$ cat src/rtl/switch_word_loader_pkg.sv
// Shared types and constants for the switch word loader: FSM states,
// bytes per word and the bit positions of the status LED fields.
package switch_word_loader_pkg;

  typedef enum logic [1:0] {
    COLLECT = 2'd0,
    WRITE   = 2'd1,
    DONE    = 2'd2
  } state_t;

  localparam int BYTES_PER_WORD = 4;

  // LED = {done, wr_valid, byte_cnt[1:0], wr_addr[3:0]}
  localparam int LED_DONE_BIT  = 7;
  localparam int LED_VALID_BIT = 6;
  localparam int LED_CNT_LSB   = 4;
  localparam int LED_ADDR_LSB  = 0;

endpackage

$ cat src/rtl/switch_word_loader_key_edge.sv
// Registered rising-edge detector for one debounced key. The history register
// resets to 1 so a key held through reset does not produce a pulse.
module switch_word_loader_key_edge (
  input  logic clk,
  input  logic rst,
  input  logic key,
  output logic pulse
);

  logic key_q;

  always_ff @(posedge clk) begin
    if (rst) key_q <= 1'b1;
    else     key_q <= key;
  end

  assign pulse = key & ~key_q;

endmodule

$ cat src/rtl/switch_word_loader.sv
// Assembles 32-bit words from four switch bytes and writes them to memory.
// Optional feature: define LOADER_CHECKSUM_EN for a running XOR of accepted bytes.
module switch_word_loader
  import switch_word_loader_pkg::*;
#(
  parameter int ADDR_W    = 4,
  parameter int BASE_ADDR = 0
) (
  input  logic              clka,
  input  logic              rsta,
  input  logic [7:0]        sw,
  input  logic              key_load,
  input  logic              key_abort,
  output logic              wr_valid,
  input  logic              wr_ready,
  output logic [ADDR_W-1:0] wr_addr,
  output logic [31:0]       wr_data,
  output logic              done,
  output logic [7:0]        LED,
  output logic [1:0]        state_dbg
);

  localparam logic [ADDR_W:0] CAPACITY  = (ADDR_W+1)'(1) << ADDR_W;
  localparam logic [1:0]      LAST_BYTE = 2'(BYTES_PER_WORD - 1);

  state_t              state, state_n;
  logic [1:0]          byte_cnt, byte_cnt_n;
  logic [31:0]         data, data_n;
  logic [ADDR_W-1:0]   addr_n;
  logic [ADDR_W:0]     word_cnt, word_cnt_n;
  logic                load_pulse, abort_pulse;
  logic [3:0]          led_addr;
  logic [7:0]          status;

  switch_word_loader_key_edge u_load_edge (
    .clk   (clka),
    .rst   (rsta),
    .key   (key_load),
    .pulse (load_pulse)
  );

  switch_word_loader_key_edge u_abort_edge (
    .clk   (clka),
    .rst   (rsta),
    .key   (key_abort),
    .pulse (abort_pulse)
  );

  always_ff @(posedge clka) begin
    if (rsta) begin
      state    <= COLLECT;
      byte_cnt <= '0;
      data     <= '0;
      wr_addr  <= ADDR_W'(BASE_ADDR);
      word_cnt <= '0;
    end else begin
      state    <= state_n;
      byte_cnt <= byte_cnt_n;
      data     <= data_n;
      wr_addr  <= addr_n;
      word_cnt <= word_cnt_n;
    end
  end

  // Write handshake: wr_valid is high for the whole WRITE state, wr_addr and
  // wr_data do not change while it is high, and the word transfers on the
  // first cycle with wr_valid & wr_ready. wr_ready alone does nothing.
  always_comb begin
    state_n    = state;
    byte_cnt_n = byte_cnt;
    data_n     = data;
    addr_n     = wr_addr;
    word_cnt_n = word_cnt;
    case (state)
      COLLECT: begin
        if (abort_pulse) begin
          data_n     = '0;
          byte_cnt_n = '0;
        end else if (load_pulse) begin
          data_n = {sw, data[31:8]};
          if (byte_cnt == LAST_BYTE) begin
            byte_cnt_n = '0;
            state_n    = WRITE;
          end else begin
            byte_cnt_n = byte_cnt + 2'd1;
          end
        end
      end
      WRITE: begin
        if (wr_ready) begin
          addr_n     = wr_addr + ADDR_W'(1);
          word_cnt_n = word_cnt + (ADDR_W+1)'(1);
          data_n     = '0;
          state_n    = (word_cnt_n == CAPACITY) ? DONE : COLLECT;
        end
      end
      DONE: begin
      end
      default: state_n = COLLECT;
    endcase
  end

  assign wr_valid  = (state == WRITE);
  assign done      = (state == DONE);
  assign wr_data   = data;
  assign state_dbg = state;

  generate
    if (ADDR_W >= 4) begin : g_addr_wide
      assign led_addr = wr_addr[3:0];
    end else begin : g_addr_narrow
      assign led_addr = {{(4-ADDR_W){1'b0}}, wr_addr};
    end
  endgenerate

  always_comb begin
    status                               = '0;
    status[LED_DONE_BIT]                 = done;
    status[LED_VALID_BIT]                = wr_valid;
    status[LED_CNT_LSB +: 2]             = byte_cnt;
    status[LED_ADDR_LSB +: 4]            = led_addr;
  end

`ifdef LOADER_CHECKSUM_EN
  // Only reset clears the checksum; abort leaves already-XORed bytes in place.
  logic [7:0] checksum;

  always_ff @(posedge clka) begin
    if (rsta)
      checksum <= '0;
    else if (state == COLLECT && load_pulse && !abort_pulse)
      checksum <= checksum ^ sw;
  end

  assign LED = key_abort ? checksum : status;
`else
  assign LED = status;
`endif

endmodule

$ cat config.mk
export PLATFORM = sky130hd
export DESIGN_NAME = switch_word_loader
export DESIGN_NICKNAME = d
export VERILOG_FILES = /design/src/rtl/switch_word_loader_pkg.sv /design/src/rtl/switch_word_loader_key_edge.sv /design/src/rtl/switch_word_loader.sv
export SDC_FILE = /design/constraint.sdc
export NUM_CORES = 1
export LEC_CHECK = 0
export BUFFER_PORTS_ARGS = -buffer_cell sky130_fd_sc_hd__buf_2
export CORE_ASPECT_RATIO = 1.4
export CORE_MARGIN = 5
export CORE_UTILIZATION = 53
export DETAILED_ROUTE_END_ITERATION = 7
export PLACE_DENSITY_LB_ADDON = 0.25
export SLEW_MARGIN = 20
export SYNTH_ARGS = -nofsm -noshare
export SYNTH_HDL_FRONTEND = slang
export SYNTH_SLANG_ARGS = --single-unit
$ cat constraint.sdc
create_clock -name clka -period 2.1 [get_ports clka]
set_input_delay 0.21 -clock clka [delete_from_list [all_inputs] [get_ports clka]]
set_output_delay 0.21 -clock clka [all_outputs]
set_load 0.01 [all_outputs]
Word-level counts from Yosys, hierarchy flattened:

Index checks and enable logic that the tools add are counted.

* add/subtract/negate cells: 3
* $mul: 0
* div/mod/pow operators: 0
* order comparisons: 0
* equal/unequal tests: 9
* shifts and indexed selects: 0
* muxes and demuxes: 13
* bitwise gates (word level): 5
* reduce and logical (&&, ||, !) cells: 7

Operators with widths (number)
* $mux 32: 3
* $pmux 32 s2: 1
* $mux 2: 8
* $ne 2x2->1 const B: 3
* $pmux 2 s3: 1
* $add 5x1->5 const B: 1
* $eq 5x5->1 const B: 1
* $reduce_and 5->1: 1
* $add 4x1->4 const B: 1
* $eq 2x2->1 const B: 2
* $reduce_and 2->1: 2
* $reduce_bool 2->1: 2
* $ne 3x3->1 const B: 1
* $not 1->1: 3
* $reduce_and 3->1: 1
* $add 2x1->2 const B: 1
* $and 1x1->1: 2
* $eq 2x1->1 const B: 1
* $logic_not 2->1: 1
* $ne 2x1->1 const B: 1

* bits in registers: 47
* bits in latches: 0
* memory bits (writable): 0
* ROM bits: 0
* bits of input ports: 13
* output and inout port bits: 48
* memories kept: 0

Logic depth before layout (Yosys ltp):

Gate-level depths: netlist of the first run.

* depth in word-level cells: 5
* depth in mapped cells: 6
* depth with buffers taken out: 4

Cells and area by module:

Synthesis of the first run repeated with hierarchy kept, for this count alone.

* cell total of the unflattened synthesis: 222
* area, all modules: 1904.3 um2

By module, submodules not included
* switch_word_loader: instances 1, cells an instance 216, area each 1839.3 um2, sequential area each 900.9 um2
* switch_word_loader_key_edge: instances 2, cells an instance 3, area each 32.5 um2, sequential area each 20.0 um2

Worst setup path before layout of the first run:

Ideal clock, no wire load.

* kind: register -> register
* from: reg state[0], in the netlist state_dbg[0]
* to: reg data[28], in the netlist wr_data[28]
* data arrival time: 1.262 ns
* data required time: 1.972 ns
* path slack: 0.711 ns
* cell stages (with the launch flop): 7
* path buffers: 2
* period minus slack after synthesis: 1.389 ns
* path through: dfxtp_1 > nor2b_4 > nand2_2 > buf_6 > clkbuf_1 > a32oi_1 > nor2_1

* cells in the longest elaborated chain, start to end: 3

Ends and longest elaborated chain
* start, declared: line switch_word_loader.sv:26 `state_t state, state_n;`
* start signal, assigned: line switch_word_loader.sv:57 `state <= state_n;`
* $eq 2x1->1 (*)
* named net wr_valid: line switch_word_loader.sv:14 `output logic wr_valid,`
* $ne 2x1->1 (no line) / $reduce_bool 2->1 (equally long branches)
* $reduce_and 3->1 (no line)
* end signal, assigned: line switch_word_loader.sv:59 `data <= data_n;`
* end, declared: line switch_word_loader.sv:28 `logic [31:0] data, data_n;`

The timed path passes the listed nets; every way through them passes the cells marked *.
A chain may end at the register's enable or synchronous reset.

Worst setup path in the final report of the first run:

* from: reg state[0], in the netlist state_dbg[0]
* to: reg data[18], in the netlist wr_data[18]

* cells in the longest elaborated chain, start to end: 3

Ends and longest elaborated chain
* $eq 2x1->1 / $logic_not 2->1 (equally long branches): line switch_word_loader.sv:74 `case (state)`
* $ne 2x1->1 (no line) (tied with other cells)
* $reduce_and 3->1 (no line)

Parallel ways exist; a longest one is shown, timed or not.

==> results.md, run 1 <==
* Outcome: completed
* Pwr Total at 1.56 mW
* Largest net degree at the start of global routing at 35
* Worst Min Path Start: key_load
* Post-DR wirelength/cell at 14.4 microns
* TritonCTS Sinks at 47
* Post-CTS Setup Repair Bufs at 0
* DR vias at 1,577
* Initial DRC Count at 78
* Die ar. at 4770 sq um
* Drt drc at 0
* Synth cell types at 31
* Sw frac at 21.5%
* Top cell type's share of synthesized area at 51.1%
* Fin worst setup slack at 0.536 ns
* Pre-CTS setup slack at 0.556 ns
* Post-Syn Area at 1840 sq um
* Post-DP HPWL at 2710 microns
* Sw Pwr at 0.335 mW
* Final Cycle Share at 74.5%
* Routed wire length at 4020 microns
* Row cnt at 25
* CORE AREA at 3380 sq um
* Final worst path period need at 1.56 ns
* P per Cell Area at 710 nW/um^2
* Critical path type: reg -> reg
* Initial Utilization at 54.6%
* Synth-to-layout area growth at 19.3%
* Post-synth EDFFs at 0
* Slew of the pin with the lowest slew margin at 0.475 ns
* Clock skew at 0.00317 ns
* P_int at 1.23 mW
* Worst EP arrival at 1.72 ns
* Worst-skew pair later-pin latency at 0.28 ns
* Total grt overflow at 0
* Total CTS buffers at 5
* Worst setup EP type: flip-flop
* CP startpoint: state_dbg[0]
* Comb pwr share at 4.9%
* MaxCap Viol Count at 0
* GPL Wtd Cong at 0.732
* Largest area contributor in the netlist: dfxtp_1
* Pre-antenna DRT Iters at 4
* Die Y at 79.8 microns
* Syn. warnings at 0
* N_diodes at 0
* Sequential share of power at 57.9%
* Nets at 256
* Cell count after synthesis at 191
* Top FF cell, synth: dfxtp_1
* Slew Viols, Final at 0
* Setup Total Neg Slack at 0 ns
* RSZ-0062 raised after global routing: false
* Gates resized, CTS repair at 0
* Max Root-Sink Buffers at 2
* Final setup viols at 0
* Top-level port count at 61
* Global-route wire length before repair at 6670 microns
* Ys async rst share at 0%
* Number of I/O port buffers at 60
* Mean post-synth cell area at 9.65 sq um
* Final hold violations at 0
* Synth Net Count at 208
* Largest cells by area after synthesis: dfxtp_1, a32oi_1, nor2_1, ha_1, buf_4
* WP data required at 2.26 ns
* Leakage at 0.995 nW
* Initial antenna violation count at 0
* Die width at 59.8 microns
* Seq/Total Area, Yosys at 51.1%
* Maximum vdd drop at 0.596 mV
* Post-CTS Hold Buffers at 0
* DRT antenna net count at 0
* RR Startpoint: state_dbg[0]
* Global Route Usage Sum at 17.7%
* TritonCTS clock tree: yes
* Startpoint types: flip-flop
* #FFs+latches synth at 47
* CP Max Fanout at 23
* Proportion of layout cells with a drive suffix above 1 at 32.1%
* Slew Limit Headroom at 68.3%
* Clock slew at reported path FFs at 0.08 ns
* H-Tree Depth at 2
* Max Clock Freq at 639 MHz
* Worst hold-check path type: in -> reg
* Final Util at 65.1%
* Vias in the first global route at 1,518
* Clock Tree Root: clkbuf_8
* Via density at 5.63
* Clock network power share at 37.2%
Yosys cell counts (3+ instances only):
cell      instances
dfxtp_1          47
nor2_1           41
a32oi_1          32
clkbuf_1          9
buf_2             7
buf_4             6
nand2_1           6
a21oi_1           4
ha_1              4
xnor2_1           4
xor2_1            4
nand3_1           3
state kept, by name, summed over array words and instances (netlist names):
signal and count:
state_dbg 2, wr_data 32, u_load_edge.key_q 1, u_abort_edge.key_q 1
byte_cnt 2, wr_addr 4, word_cnt 5
layer usage:
layer / global-route usage [%] / vias to the layer above / routed length (microns) / part of all wire (%)
met5: 0 / - / 0 / 0
met4: 6.65 / 0 / 60 / 1.5
met2: 28.5 / 50 / 1910 / 48
met1: 22.0 / 747 / 1740 / 43
li1: - / 774 / - / -
met3: 5.02 / 6 / 309 / 7.7
worst paths after layout:
check / end / slack (ns) / cells after the start
worst max-delay path: wr_data[18] / 0.54 / 5
worst min-delay path: u_load_edge.key_q / 0.12 / 2
worst max register to register: wr_data[18] / 0.54 / 5
worst min register to register: word_cnt[4] / 0.50 / 2
critical path, cell delays in order, from the launching register on:
cell	delay, ns
dfxtp_1	0.41
nor2b_4	0.19
nand2_2	0.26
buf_4	0.30
a32oi_1	0.21
nor2_1	0.06
through the flow:
stage                     area [sq um]  std cells  hold WS [ns]
final                             2200        280         0.115
after CTS                         2200        280         0.108
after detailed placement          2100        272         0.415
after global placement            2100        272         0.406
after global routing              2200        280         0.130
after floorplan                   1840        191         0.317
power groups by stage:
stage                     Clock [mW]  Sequential, mW  Combinational, mW
after global routing           0.644           0.906             0.0840
after floorplan                    0           0.927             0.0449
after CTS                      0.598           0.905             0.0763
final                          0.580           0.904             0.0762
after global placement             0           0.925             0.0763
after detailed placement           0           0.925             0.0760
final cells by class:
type / count / area [sq um]
fill: 314 / 1180
sequential: 47 / 941
multi-input combinational: 120 / 773
timing repair buffer: 64 / 330
clock buffer: 8 / 100
tap: 40 / 50.0
inverter: 1 / 3.75
cells by family after synthesis:
kind of cell / synth area share [%]
and+or+nand+nor: 16.2
DFF: 51.1
AOI/OAI and AO/OA: 18.7
buffers and inverters: 6.99
xor gates and xnor gates: 3.80
adders and majority gates: 2.72
muxes: 0.611
cells in the final DEF (no fill, tap or decap), types with 3 or more instances in the layout:
| master | n |
|---|---|
| buf_2 | 60 |
| dfxtp_1 | 47 |
| nor2_1 | 41 |
| a32oi_1 | 32 |
| clkbuf_8 | 7 |
| nand2_1 | 6 |
| xor2_1 | 4 |
| xnor2_1 | 4 |
| a21oi_1 | 4 |
| ha_1 | 4 |
| buf_4 | 4 |
| nand3_1 | 3 |
Power figures use the tool's default switching activity.
==> run 2, diff against run 1 <==
Settings changed: CORE_UTILIZATION 53 to 44.
Clock period 2.1 ns to 1.3 ns, I/O delays scaled along.
==> run 2 against run 1 <==
Against the previous run:
- critical path depth fell by 1
- largest power group unchanged
- wire length increased by 4.3%
- final cell count is 2.5% higher
- fmax rose by 27%
- flip-flop and latch count unchanged
- core utilization decreased by 6.1 points
- clock power increased by 93%
- non-clock buffer count rose by 4
- highest routed layer unchanged
- critical endpoint is now word_cnt[4]
- largest cell class unchanged
- sequential share of layout area shrank 2.5 points
- clock skew rose by 0.0022 ns
- combinational power rose by 96%
- worst setup slack worse by 0.47 ns
==> results.md, run 2 (synthesis gave the netlist of run 1 again) <==
* Fin worst setup slack at 0.0670 ns
* Clock slew at reported path FFs at 0.09 ns
* Max Clock Freq at 811 MHz
* Top-level port count at 61
* Hold path depth at 2
* Largest net degree at the start of global routing at 38
* Commonest non-fill, non-tap cell in the layout: buf_2
* Clock skew at 0.00534 ns
* TritonCTS clock tree: yes
* Global Route Usage Sum at 15.4%
* Routed wire length at 4190 microns
* Drt drc at 0
* MaxCap Viol Count at 0
* Outcome: completed
* Nets at 260
* CORE AREA at 3990 sq um
* Multi-input logic area at 796 sq um
* Total CTS buffers at 5
* Setup Total Neg Slack at 0 ns
* Final Cycle Share at 94.8%
* Number of I/O port buffers at 60
* Worst setup EP type: flip-flop
* CP Max Fanout at 4
* Final setup viols at 0
* N_diodes at 0
* Total grt overflow at 0
* Final Util at 58.9%
* Initial Utilization at 46.2%
* Max reg flops at 32
* Reg2reg path depth at 4
* Via density at 5.53
* Slew of the pin with the lowest slew margin at 0.230 ns
* Critical path type: reg -> reg
* Leakage at 1.06 nW
* DR vias at 1,586
* Proportion of layout cells with a drive suffix above 1 at 36.9%
* Die width at 64.7 microns
* Slew Viols, Final at 0
* Maximum vdd drop at 0.845 mV
* Die Y at 86.6 microns
* Startpoint types: flip-flop
* Die ar. at 5600 sq um
* Initial antenna violation count at 0
* Worst hold-check path type: in -> reg
* Non-Filler Instances at 287
* Register area at 947 sq um
* Initial DRC Count at 67
* Row cnt at 27
* Worst EP arrival at 1.47 ns
* Synth-to-layout area growth at 27.5%
* Global-route wire length before repair at 6980 microns
* Worst-skew pair later-pin latency at 0.30 ns
* Most frequent cells in the layout: buf_2, dfxtp_1, nor2_1, a32oi_1
* Post-CTS Setup Repair Bufs at 0
* Vias in the first global route at 1,555
* H-Tree Depth at 2
* Pre-CTS setup slack at 0.0426 ns
* WP data required at 1.54 ns
* Post-DP HPWL at 2740 microns
* Final worst path period need at 1.23 ns
* Pre-antenna DRT Iters at 4
* Post-DR wirelength/cell at 14.6 microns
* Pwr Total at 2.73 mW
* P per Cell Area at 1160 nW/um^2
* GPL Wtd Cong at 0.752
* Placed Cells at 278
* Clock Tree Root: clkbuf_8
* Post-CTS Hold Buffers at 0
* Max Root-Sink Buffers at 2
* Final hold violations at 0
* DRT antenna net count at 0
* Slew Limit Headroom at 84.6%
* RSZ-0062 raised after global routing: false
* Fill count at 383
* TritonCTS Sinks at 47
run 2: worst max-delay path, cell delays in order (launching register included):
cell     delay (ns)
dfxtp_2        0.36
ha_2           0.20
nand3_1        0.13
or3_1          0.35
a21oi_2        0.13
run 2: repair_timing:
| item | in CTS | in global routing |
|---|---|---|
| gates resized for setup | 0 | 9 |
| endpoints found under the hold margin | 0 | 0 |
| setup endpoints to repair | 0 | 33 |
run 2: final timing paths:
path / start / to / slack [ns]
max reg2reg: word_cnt[1] / word_cnt[4] / 0.07
min reg2reg: word_cnt[1] / word_cnt[1] / 0.48
max: word_cnt[1] / word_cnt[4] / 0.07
min: key_load / u_load_edge.key_q / 0.03
run 2: final cells by class:
cell class / count / share of cell area, %
Sequential cell: 47 / 40.3
Multi-Input combinational cell: 120 / 33.9
Timing Repair Buffer: 68 / 18.2
Clock buffer: 6 / 3.51
Tap cell: 43 / 2.29
Clock inverter: 2 / 1.65
Inverter: 1 / 0.160
run 2: through the flow:
| step | area, sq um | hold slack [ns] |
|---|---|---|
| floorplan | 1850 | 0.237 |
| global placement | 2180 | 0.329 |
| detailed placement | 2180 | 0.332 |
| CTS | 2300 | 0.0209 |
| global route | 2350 | 0.0301 |
| finish | 2350 | 0.0293 |
run 2: power breakdown:
part | total, mW | switching [mW] | internal [mW]
sequential | 1.46 | 0.00926 | 1.45
clock | 1.12 | 0.489 | 0.633
combinational | 0.149 | 0.0872 | 0.0619
total | 2.73 | 0.585 | 2.14
run 2: routing by layer:
metal	vias up	wire [microns]	part of all wire, %	GRT usage [%]
met5	-	0	0	0
met4	0	40	0.95	5.58
met3	4	219	5.2	4.67
met2	40	2130	51	27.4
met1	755	1810	43	17.2
li1	787	-	-	-
